### src/rtl/id_stage_ctrl_if.sv
// Handshake and data bundle between fetch, the ID-stage controller and execute.
// The slave modport is the controller's view; master is the surrounding pipeline.
interface id_stage_ctrl_if #(
  parameter int XLEN = 32
);
  logic            if_valid;
  logic [XLEN-1:0] if_instr;
  logic [XLEN-1:0] if_pc;
  logic            if_ready;
  logic            flush;
  logic [24:0]     imm_instr;
  logic [2:0]      imm_sel;
  logic            ex_valid;
  logic            ex_ready;
  logic [XLEN-1:0] ex_pc;
  logic [XLEN-1:0] ex_instr;
  logic [2:0]      ex_imm_sel;
  logic [4:0]      ex_rd;
  logic            ex_is_load;
  logic            ex_illegal;
  logic [15:0]     stall_count;

  modport master (
    output if_valid, if_instr, if_pc, flush, ex_ready,
    input  if_ready, imm_instr, imm_sel, ex_valid, ex_pc, ex_instr,
           ex_imm_sel, ex_rd, ex_is_load, ex_illegal, stall_count
  );

  modport slave (
    input  if_valid, if_instr, if_pc, flush, ex_ready,
    output if_ready, imm_instr, imm_sel, ex_valid, ex_pc, ex_instr,
           ex_imm_sel, ex_rd, ex_is_load, ex_illegal, stall_count
  );
endinterface

### src/rtl/id_stage_ctrl.sv
// Decode-stage controller: owns IF/ID and ID/EX registers, feeds the immediate
// generator, and inserts one bubble per load-use hazard.
module id_stage_ctrl #(
  parameter int XLEN = 32
) (
  input logic           clk,
  input logic           rst_n,
  id_stage_ctrl_if.slave bus
);
  localparam logic [6:0] OP_LUI    = 7'b0110111;
  localparam logic [6:0] OP_AUIPC  = 7'b0010111;
  localparam logic [6:0] OP_JAL    = 7'b1101111;
  localparam logic [6:0] OP_JALR   = 7'b1100111;
  localparam logic [6:0] OP_BRANCH = 7'b1100011;
  localparam logic [6:0] OP_LOAD   = 7'b0000011;
  localparam logic [6:0] OP_STORE  = 7'b0100011;
  localparam logic [6:0] OP_OPIMM  = 7'b0010011;
  localparam logic [6:0] OP_OP     = 7'b0110011;
  localparam logic [6:0] OP_SYSTEM = 7'b1110011;

  localparam logic [2:0] SEL_U     = 3'b000;
  localparam logic [2:0] SEL_J     = 3'b001;
  localparam logic [2:0] SEL_S     = 3'b010;
  localparam logic [2:0] SEL_B     = 3'b011;
  localparam logic [2:0] SEL_I     = 3'b100;
  localparam logic [2:0] SEL_ISH   = 3'b101;
  localparam logic [2:0] SEL_IU    = 3'b110;
  localparam logic [2:0] SEL_NONE  = 3'b111;

  // IF/ID register
  logic            id_valid_q, id_valid_d;
  logic [XLEN-1:0] id_instr_q, id_instr_d;
  logic [XLEN-1:0] id_pc_q,    id_pc_d;

  // ID/EX register
  logic            ex_valid_q,   ex_valid_d;
  logic [XLEN-1:0] ex_pc_q,      ex_pc_d;
  logic [XLEN-1:0] ex_instr_q,   ex_instr_d;
  logic [2:0]      ex_imm_sel_q, ex_imm_sel_d;
  logic [4:0]      ex_rd_q,      ex_rd_d;
  logic            ex_is_load_q, ex_is_load_d;
  logic            ex_illegal_q, ex_illegal_d;
  logic [15:0]     stall_count_q, stall_count_d;

  // Decode results
  logic [6:0] opcode_s;
  logic [2:0] funct3_s;
  logic [4:0] rs1_s, rs2_s, rd_s;
  logic [2:0] imm_sel_s;
  logic       illegal_s, is_load_s, uses_rs1_s, uses_rs2_s, writes_rd_s;

  // Handshake controls
  logic hazard_s, advance_s, bubble_s, if_ready_s, accept_s;

  assign opcode_s = id_instr_q[6:0];
  assign funct3_s = id_instr_q[14:12];
  assign rd_s     = id_instr_q[11:7];
  assign rs1_s    = id_instr_q[19:15];
  assign rs2_s    = id_instr_q[24:20];

  // Opcode decode into immediate format and register usage
  always_comb begin
    imm_sel_s   = SEL_NONE;
    illegal_s   = 1'b0;
    is_load_s   = 1'b0;
    uses_rs1_s  = 1'b1;
    uses_rs2_s  = 1'b0;
    writes_rd_s = 1'b1;
    case (opcode_s)
      OP_LUI, OP_AUIPC: begin
        imm_sel_s  = SEL_U;
        uses_rs1_s = 1'b0;
      end
      OP_JAL: begin
        imm_sel_s  = SEL_J;
        uses_rs1_s = 1'b0;
      end
      OP_STORE: begin
        imm_sel_s   = SEL_S;
        uses_rs2_s  = 1'b1;
        writes_rd_s = 1'b0;
      end
      OP_BRANCH: begin
        imm_sel_s   = SEL_B;
        uses_rs2_s  = 1'b1;
        writes_rd_s = 1'b0;
      end
      OP_OPIMM: begin
        if ((funct3_s == 3'b001) || (funct3_s == 3'b101)) begin
          imm_sel_s = SEL_ISH;
        end else begin
          imm_sel_s = SEL_I;
        end
      end
      OP_LOAD: begin
        imm_sel_s = SEL_I;
        is_load_s = 1'b1;
      end
      OP_JALR:   imm_sel_s = SEL_I;
      OP_SYSTEM: imm_sel_s = SEL_IU;
      OP_OP: begin
        imm_sel_s  = SEL_NONE;
        uses_rs2_s = 1'b1;
      end
      default: begin
        imm_sel_s = SEL_NONE;
        illegal_s = 1'b1;
      end
    endcase
  end

  // Load-use detection and the advance/bubble/ready handshake
  always_comb begin
    hazard_s = id_valid_q & ex_valid_q & ex_is_load_q & (ex_rd_q != 5'd0) &
               ((uses_rs1_s & (rs1_s == ex_rd_q)) | (uses_rs2_s & (rs2_s == ex_rd_q)));
    advance_s  = id_valid_q & ~hazard_s & (~ex_valid_q | bus.ex_ready);
    bubble_s   = hazard_s & bus.ex_ready;
    if_ready_s = ~bus.flush & (~id_valid_q | advance_s);
    accept_s   = bus.if_valid & if_ready_s;
  end

  // Next-state for IF/ID, ID/EX and the stall counter; flush overrides all
  always_comb begin
    id_valid_d    = id_valid_q;
    id_instr_d    = id_instr_q;
    id_pc_d       = id_pc_q;
    ex_valid_d    = ex_valid_q;
    ex_pc_d       = ex_pc_q;
    ex_instr_d    = ex_instr_q;
    ex_imm_sel_d  = ex_imm_sel_q;
    ex_rd_d       = ex_rd_q;
    ex_is_load_d  = ex_is_load_q;
    ex_illegal_d  = ex_illegal_q;
    stall_count_d = stall_count_q;

    if (bus.flush) begin
      id_valid_d = 1'b0;
    end else if (accept_s) begin
      id_valid_d = 1'b1;
      id_instr_d = bus.if_instr;
      id_pc_d    = bus.if_pc;
    end else if (advance_s) begin
      id_valid_d = 1'b0;
    end else begin
      id_valid_d = id_valid_q;
    end

    if (bus.flush) begin
      ex_valid_d = 1'b0;
    end else if (advance_s) begin
      ex_valid_d   = 1'b1;
      ex_pc_d      = id_pc_q;
      ex_instr_d   = id_instr_q;
      ex_imm_sel_d = imm_sel_s;
      ex_rd_d      = writes_rd_s ? rd_s : 5'd0;
      ex_is_load_d = is_load_s;
      ex_illegal_d = illegal_s;
    end else if (bus.ex_ready) begin
      ex_valid_d = 1'b0;
    end else begin
      ex_valid_d = ex_valid_q;
    end

    if (!bus.flush && bubble_s && (stall_count_q != 16'hFFFF)) begin
      stall_count_d = stall_count_q + 16'd1;
    end else begin
      stall_count_d = stall_count_q;
    end
  end

  // State registers with synchronous active-low reset
  always_ff @(posedge clk) begin
    if (!rst_n) begin
      id_valid_q    <= 1'b0;
      id_instr_q    <= '0;
      id_pc_q       <= '0;
      ex_valid_q    <= 1'b0;
      ex_pc_q       <= '0;
      ex_instr_q    <= '0;
      ex_imm_sel_q  <= 3'b000;
      ex_rd_q       <= 5'd0;
      ex_is_load_q  <= 1'b0;
      ex_illegal_q  <= 1'b0;
      stall_count_q <= 16'd0;
    end else begin
      id_valid_q    <= id_valid_d;
      id_instr_q    <= id_instr_d;
      id_pc_q       <= id_pc_d;
      ex_valid_q    <= ex_valid_d;
      ex_pc_q       <= ex_pc_d;
      ex_instr_q    <= ex_instr_d;
      ex_imm_sel_q  <= ex_imm_sel_d;
      ex_rd_q       <= ex_rd_d;
      ex_is_load_q  <= ex_is_load_d;
      ex_illegal_q  <= ex_illegal_d;
      stall_count_q <= stall_count_d;
    end
  end

  assign bus.if_ready    = if_ready_s;
  assign bus.imm_instr   = id_instr_q[31:7];
  assign bus.imm_sel     = imm_sel_s;
  assign bus.ex_valid    = ex_valid_q;
  assign bus.ex_pc       = ex_pc_q;
  assign bus.ex_instr    = ex_instr_q;
  assign bus.ex_imm_sel  = ex_imm_sel_q;
  assign bus.ex_rd       = ex_rd_q;
  assign bus.ex_is_load  = ex_is_load_q;
  assign bus.ex_illegal  = ex_illegal_q;
  assign bus.stall_count = stall_count_q;
endmodule

### src/flat_wrapper.sv
// flat-port wrapper written by rule: the top's interface ports become plain ports
module id_stage_ctrl_flat 
#(
  parameter int XLEN = 32
)
  (clk, rst_n, bus_if_valid, bus_if_instr, bus_if_pc, bus_flush, bus_ex_ready, bus_if_ready, bus_imm_instr, bus_imm_sel, bus_ex_valid, bus_ex_pc, bus_ex_instr, bus_ex_imm_sel, bus_ex_rd, bus_ex_is_load, bus_ex_illegal, bus_stall_count);
  id_stage_ctrl_if #(.XLEN(XLEN)) bus_i ();
  input logic clk;
  input logic rst_n;
  input wire logic [$bits(bus_i.if_valid)-1:0] bus_if_valid;
  input wire logic [$bits(bus_i.if_instr)-1:0] bus_if_instr;
  input wire logic [$bits(bus_i.if_pc)-1:0] bus_if_pc;
  input wire logic [$bits(bus_i.flush)-1:0] bus_flush;
  input wire logic [$bits(bus_i.ex_ready)-1:0] bus_ex_ready;
  output wire logic [$bits(bus_i.if_ready)-1:0] bus_if_ready;
  output wire logic [$bits(bus_i.imm_instr)-1:0] bus_imm_instr;
  output wire logic [$bits(bus_i.imm_sel)-1:0] bus_imm_sel;
  output wire logic [$bits(bus_i.ex_valid)-1:0] bus_ex_valid;
  output wire logic [$bits(bus_i.ex_pc)-1:0] bus_ex_pc;
  output wire logic [$bits(bus_i.ex_instr)-1:0] bus_ex_instr;
  output wire logic [$bits(bus_i.ex_imm_sel)-1:0] bus_ex_imm_sel;
  output wire logic [$bits(bus_i.ex_rd)-1:0] bus_ex_rd;
  output wire logic [$bits(bus_i.ex_is_load)-1:0] bus_ex_is_load;
  output wire logic [$bits(bus_i.ex_illegal)-1:0] bus_ex_illegal;
  output wire logic [$bits(bus_i.stall_count)-1:0] bus_stall_count;
  assign bus_i.if_valid = bus_if_valid;
  assign bus_i.if_instr = bus_if_instr;
  assign bus_i.if_pc = bus_if_pc;
  assign bus_i.flush = bus_flush;
  assign bus_i.ex_ready = bus_ex_ready;
  assign bus_if_ready = bus_i.if_ready;
  assign bus_imm_instr = bus_i.imm_instr;
  assign bus_imm_sel = bus_i.imm_sel;
  assign bus_ex_valid = bus_i.ex_valid;
  assign bus_ex_pc = bus_i.ex_pc;
  assign bus_ex_instr = bus_i.ex_instr;
  assign bus_ex_imm_sel = bus_i.ex_imm_sel;
  assign bus_ex_rd = bus_i.ex_rd;
  assign bus_ex_is_load = bus_i.ex_is_load;
  assign bus_ex_illegal = bus_i.ex_illegal;
  assign bus_stall_count = bus_i.stall_count;
  id_stage_ctrl #(.XLEN(XLEN)) u_core (.clk(clk), .rst_n(rst_n), .bus(bus_i));
endmodule
### config.mk
export PLATFORM = sky130hd
export DESIGN_NAME = id_stage_ctrl_flat
export DESIGN_NICKNAME = d
export VERILOG_FILES = /design/src/rtl/id_stage_ctrl_if.sv /design/src/rtl/id_stage_ctrl.sv /design/src/flat_wrapper.sv
export SDC_FILE = /design/constraint.sdc
export NUM_CORES = 1
export LEC_CHECK = 0
export ABC_CLOCK_PERIOD_IN_PS = 4600
export BUFFER_PORTS_ARGS = -buffer_cell sky130_fd_sc_hd__buf_2
export CORE_MARGIN = 2
export CORE_UTILIZATION = 30
export DETAILED_ROUTE_END_ITERATION = 10
export MAX_ROUTING_LAYER = met4
export PLACE_DENSITY = 0.5
export SKIP_LAST_GASP = 1
export SYNTH_ARGS = -nofsm -noshare
export SYNTH_HDL_FRONTEND = slang
export SYNTH_SLANG_ARGS = --single-unit
export TNS_END_PERCENT = 5
### constraint.sdc
create_clock -name clk -period 4.6 [get_ports clk]
set_clock_uncertainty 0.2 [all_clocks]
set_input_delay 0.23 -clock clk [delete_from_list [all_inputs] [get_ports clk]]
set_output_delay 0.23 -clock clk [all_outputs]
set_load 0.02 [all_outputs]
==> run_results.csv <==
group,metric,value,unit
yosys,ys_seq_elements,156,
power,ir_drop,0.000238,V
critical_path,r2r_start,"u_core.bus.ex_rd[1]",
floorplan,io_pins,189,
floorplan,core,22000,sq um
timing,slew_viol_final,0,
cts,clk_latency,0.43,ns
yosys,async_reset_ff_share,0,%
critical_path,cp_slowest_stage_delay,0.72,ns
yosys,synth_edf_count,0,
power,pwr-share-clk,44.1,%
critical_path,critical_path.slowest_cell,"buf_4",
yosys,syn_area,6750,sq um
timing,max_slew.worst_pin.slew,0.937,ns
critical_path,criticalPathCategory,"reg -> reg",
placement,dpl_cell_area,7450,sq um
power,power.internal,2.23,mW
global_route,grt.overflow.total,0,
timing,relSlewSlack,37.6,%
critical_path,r2r_end,"u_core.id_instr_q[30]",
routing,drt_pass1_iterations,4,
finish,antenna_cells,0,
critical_path,crit_arrival,3.20,ns
global_route,antenna_found_initial,0,
critical_path,rrSetupSlack,1.55,ns
critical_path,startpoint,"u_core.bus.ex_rd[1]",
routing,drc,0,
yosys,ys_types,58,
yosys,yosysTopAreaCellShare,46.2,%
floorplan,fp.dieArea,23700,sq um
placement,portBuffers,188,
cts,cts_buffer_depth,2,
routing,routed_wl,17.5,mm
worst_hold_path,min_path_type,"in -> reg",
global_route,grt_pass1_vias,5452,
timing,rsz0062_at_grt,"no",
routing,routed_via_density,4.56,
cts,htree_levels,4,
worst_hold_path,min_to,"u_core.bus.stall_count[15]",
yosys,synth_most_common_cell,"dfxtp_1",
worst_hold_path,whs_path_depth,3,
global_route,track_usage,15.3,%
power,p_leak,3.66,nW
yosys,yosysWarningCount,0,
cts,path_clk_slew,0.07,ns
routing,ant_nets,0,
worst_hold_path,hp-start,"rst_n",
yosys,synth_cells,733,
yosys,syn-num-nets,803,
finish,drive_gt1_share,25.6,%
cts,cts_num_sinks,156,
run,cap_viol_max_count,0,
cts,cts_tree,"done",
yosys,synth.avg_cell_area,9.21,sq um
yosys,yosysSeqAreaShare,46.2,%
placement,place_congestion,0.815,
status,status,"complete, no violations",
finish,design_area,8680,sq um
floorplan,row_count,54,
routing,routedWlPerCell,14.2,um
critical_path,cp_max_fo,49,
timing,setup_violations,0,
finish,final_cells,1229,
global_route,grt_pass1_wl,28.1,mm
routing,vias,5610,
yosys,synth_ff_type,"dfxtp_1",
finish,areaGrowthSynthToFinish,28.6,%
timing,fin_crit,3.05,ns
placement,place.detailed.hpwl,11.6,mm
placement,dp_cells,1129,
routing,dr.first_iter.drc_count,288,
power,p_comb_share,9.1,%
critical_path,critPathTopFamily,"simple AND/OR/NAND/NOR gates",
timing,period_share,66.3,%
cts,cts_buffers,17,
power,p_sw,0.793,mW
yosys,ys_top_cells_by_count,"dfxtp_1 (156), nand2_1 (154), nand3_1 (76)",
power,p_per_area,348,nW/um^2
timing,hold_viol_final,0,
cts,cts-root-buf,"clkbuf_16",
floorplan,die_w,154,um
power,netSwitchingFraction,26.3,%
global_route,grt_max_degree,115,
floorplan,initial_utilization,30.8,%
finish,finalNetCount,1006,
cts,cts_resized,0,
critical_path,cp.required,4.75,ns
yosys,synth_area_leader_cell,"dfxtp_1",
critical_path,worstPathBufferInverterCount,1,
critical_path,cp-end-kind,"flip-flop",
critical_path,crit_path_start_kind,"flip-flop",
cts,cts_setup_buffers,0,
timing,fmax,0.328,GHz
yosys,synth_area_leaders,"dfxtp_1 (46%), mux2i_1 (9.9%), nand2_1 (8.6%), nand3_1 (5.6%), o21ai_1 (4.2%)",
floorplan,die_h,154,um
critical_path,path_cells,"or2_1, o41ai_1, or4_4, a31oi_4, nor3b_4, buf_4, mux2i_1",
power,sequentialPowerShare,46.8,%
timing,fin_setup_tns,0,ns
critical_path,reg2regPathDepth,7,
worst register-to-register path, stage by stage, from the launching register on:
cell and delay, ns:
dfxtp_1 0.36, or2_1 0.26, o41ai_1 0.51, or4_4 0.29, a31oi_4 0.11, nor3b_4 0.19
buf_4 0.73, mux2i_1 0.34
state kept, by name (all words and copies together), names as in the netlist:
register and cells:
u_core.id_pc_q 32, u_core.bus.ex_instr 32, u_core.bus.ex_rd 5, u_core.id_instr_q 32
u_core.bus.ex_pc 32, u_core.id_valid_q 1, u_core.bus.stall_count 16, u_core.bus.ex_valid 1
u_core.bus.ex_imm_sel 3, u_core.bus.ex_illegal 1, u_core.bus.ex_is_load 1
routing by layer:
metal	global-route usage (%)	vias up	wire, um
met5	-	-	0
met4	4.98	0	331
met3	4.45	26	919
met2	24.1	131	7980
met1	18.7	2517	8240
li1	-	2936	-
cells by family (layout without fill, tap and decap cells):
logic type	Yosys count	after routing	synth area share (%)
AO/OA/AOI/OAI	121	121	11.1
AND/OR/NAND/NOR	293	293	20.9
buffers and inverters	84	300	10.2
adder cells (fa/ha/maj)	1	1	0.185
flip-flops	156	156	46.2
multiplexers	67	67	9.93
XOR/XNOR	11	11	1.43
worst max path at each step:
| stage | end | cells after the start | slack (ns) |
|---|---|---|---|
| floorplan | u_core.id_instr_q[0] | 8 | 2.25 |
| global placement | u_core.id_instr_q[20] | 7 | 1.59 |
| detailed placement | u_core.id_pc_q[0] | 7 | 1.49 |
| CTS | u_core.id_pc_q[0] | 7 | 1.46 |
| global route | u_core.id_pc_q[16] | 7 | 1.35 |
| finish | u_core.id_instr_q[30] | 7 | 1.55 |
metrics by stage:
stage               power, mW  hold WS [ns]  utilization, %  setup WS (ns)
global placement         1.68         0.241            33.9           1.59
CTS                      3.07         0.166            39.5           1.46
global route             3.16         0.191            39.5           1.35
finish                   3.02         0.139            39.5           1.55
floorplan                1.63         0.108               -           2.25
detailed placement       1.68         0.248            33.9           1.49
repair_timing:
item | 4_1_cts | 5_1_grt
hold endpoints to repair | 66 | 0
endpoints found under the setup margin | 0 | 0
hold buffers | 68 | 0
final cells by class:
cell class              count  area (sq um)
repair buffers            263          1690
multi-input cells         493          2950
inverters                   5          18.8
clock inverters            14           110
clock buffers              18           439
fillers                  2234         13300
well taps                 280           350
flip-flops and latches    156          3120
power by group through the flow:
| stage | clock (mW) | combinational [mW] | sequential (mW) |
|---|---|---|---|
| after global routing | 1.44 | 0.303 | 1.42 |
| after detailed placement | 0 | 0.234 | 1.44 |
| final | 1.33 | 0.276 | 1.41 |
| after global placement | 0 | 0.233 | 1.44 |
| after floorplan | 0 | 0.186 | 1.44 |
| after CTS | 1.38 | 0.279 | 1.41 |
layout by cell type, fill, tap and decap left out, drive strengths merged, types with 10 or more instances in the layout:
cell | netlist | layout
a21oi | 14 | 14
o21ai | 74 | 74
inv | 5 | 11
buf | 47 | 195
clkbuf | 30 | 18
mux2i | 67 | 67
nand2 | 155 | 155
nand3 | 77 | 77
dlygate4sd3 | 2 | 68
nand2b | 10 | 10
dfxtp | 156 | 156
Note: power is estimated with default switching activity, not from simulation.
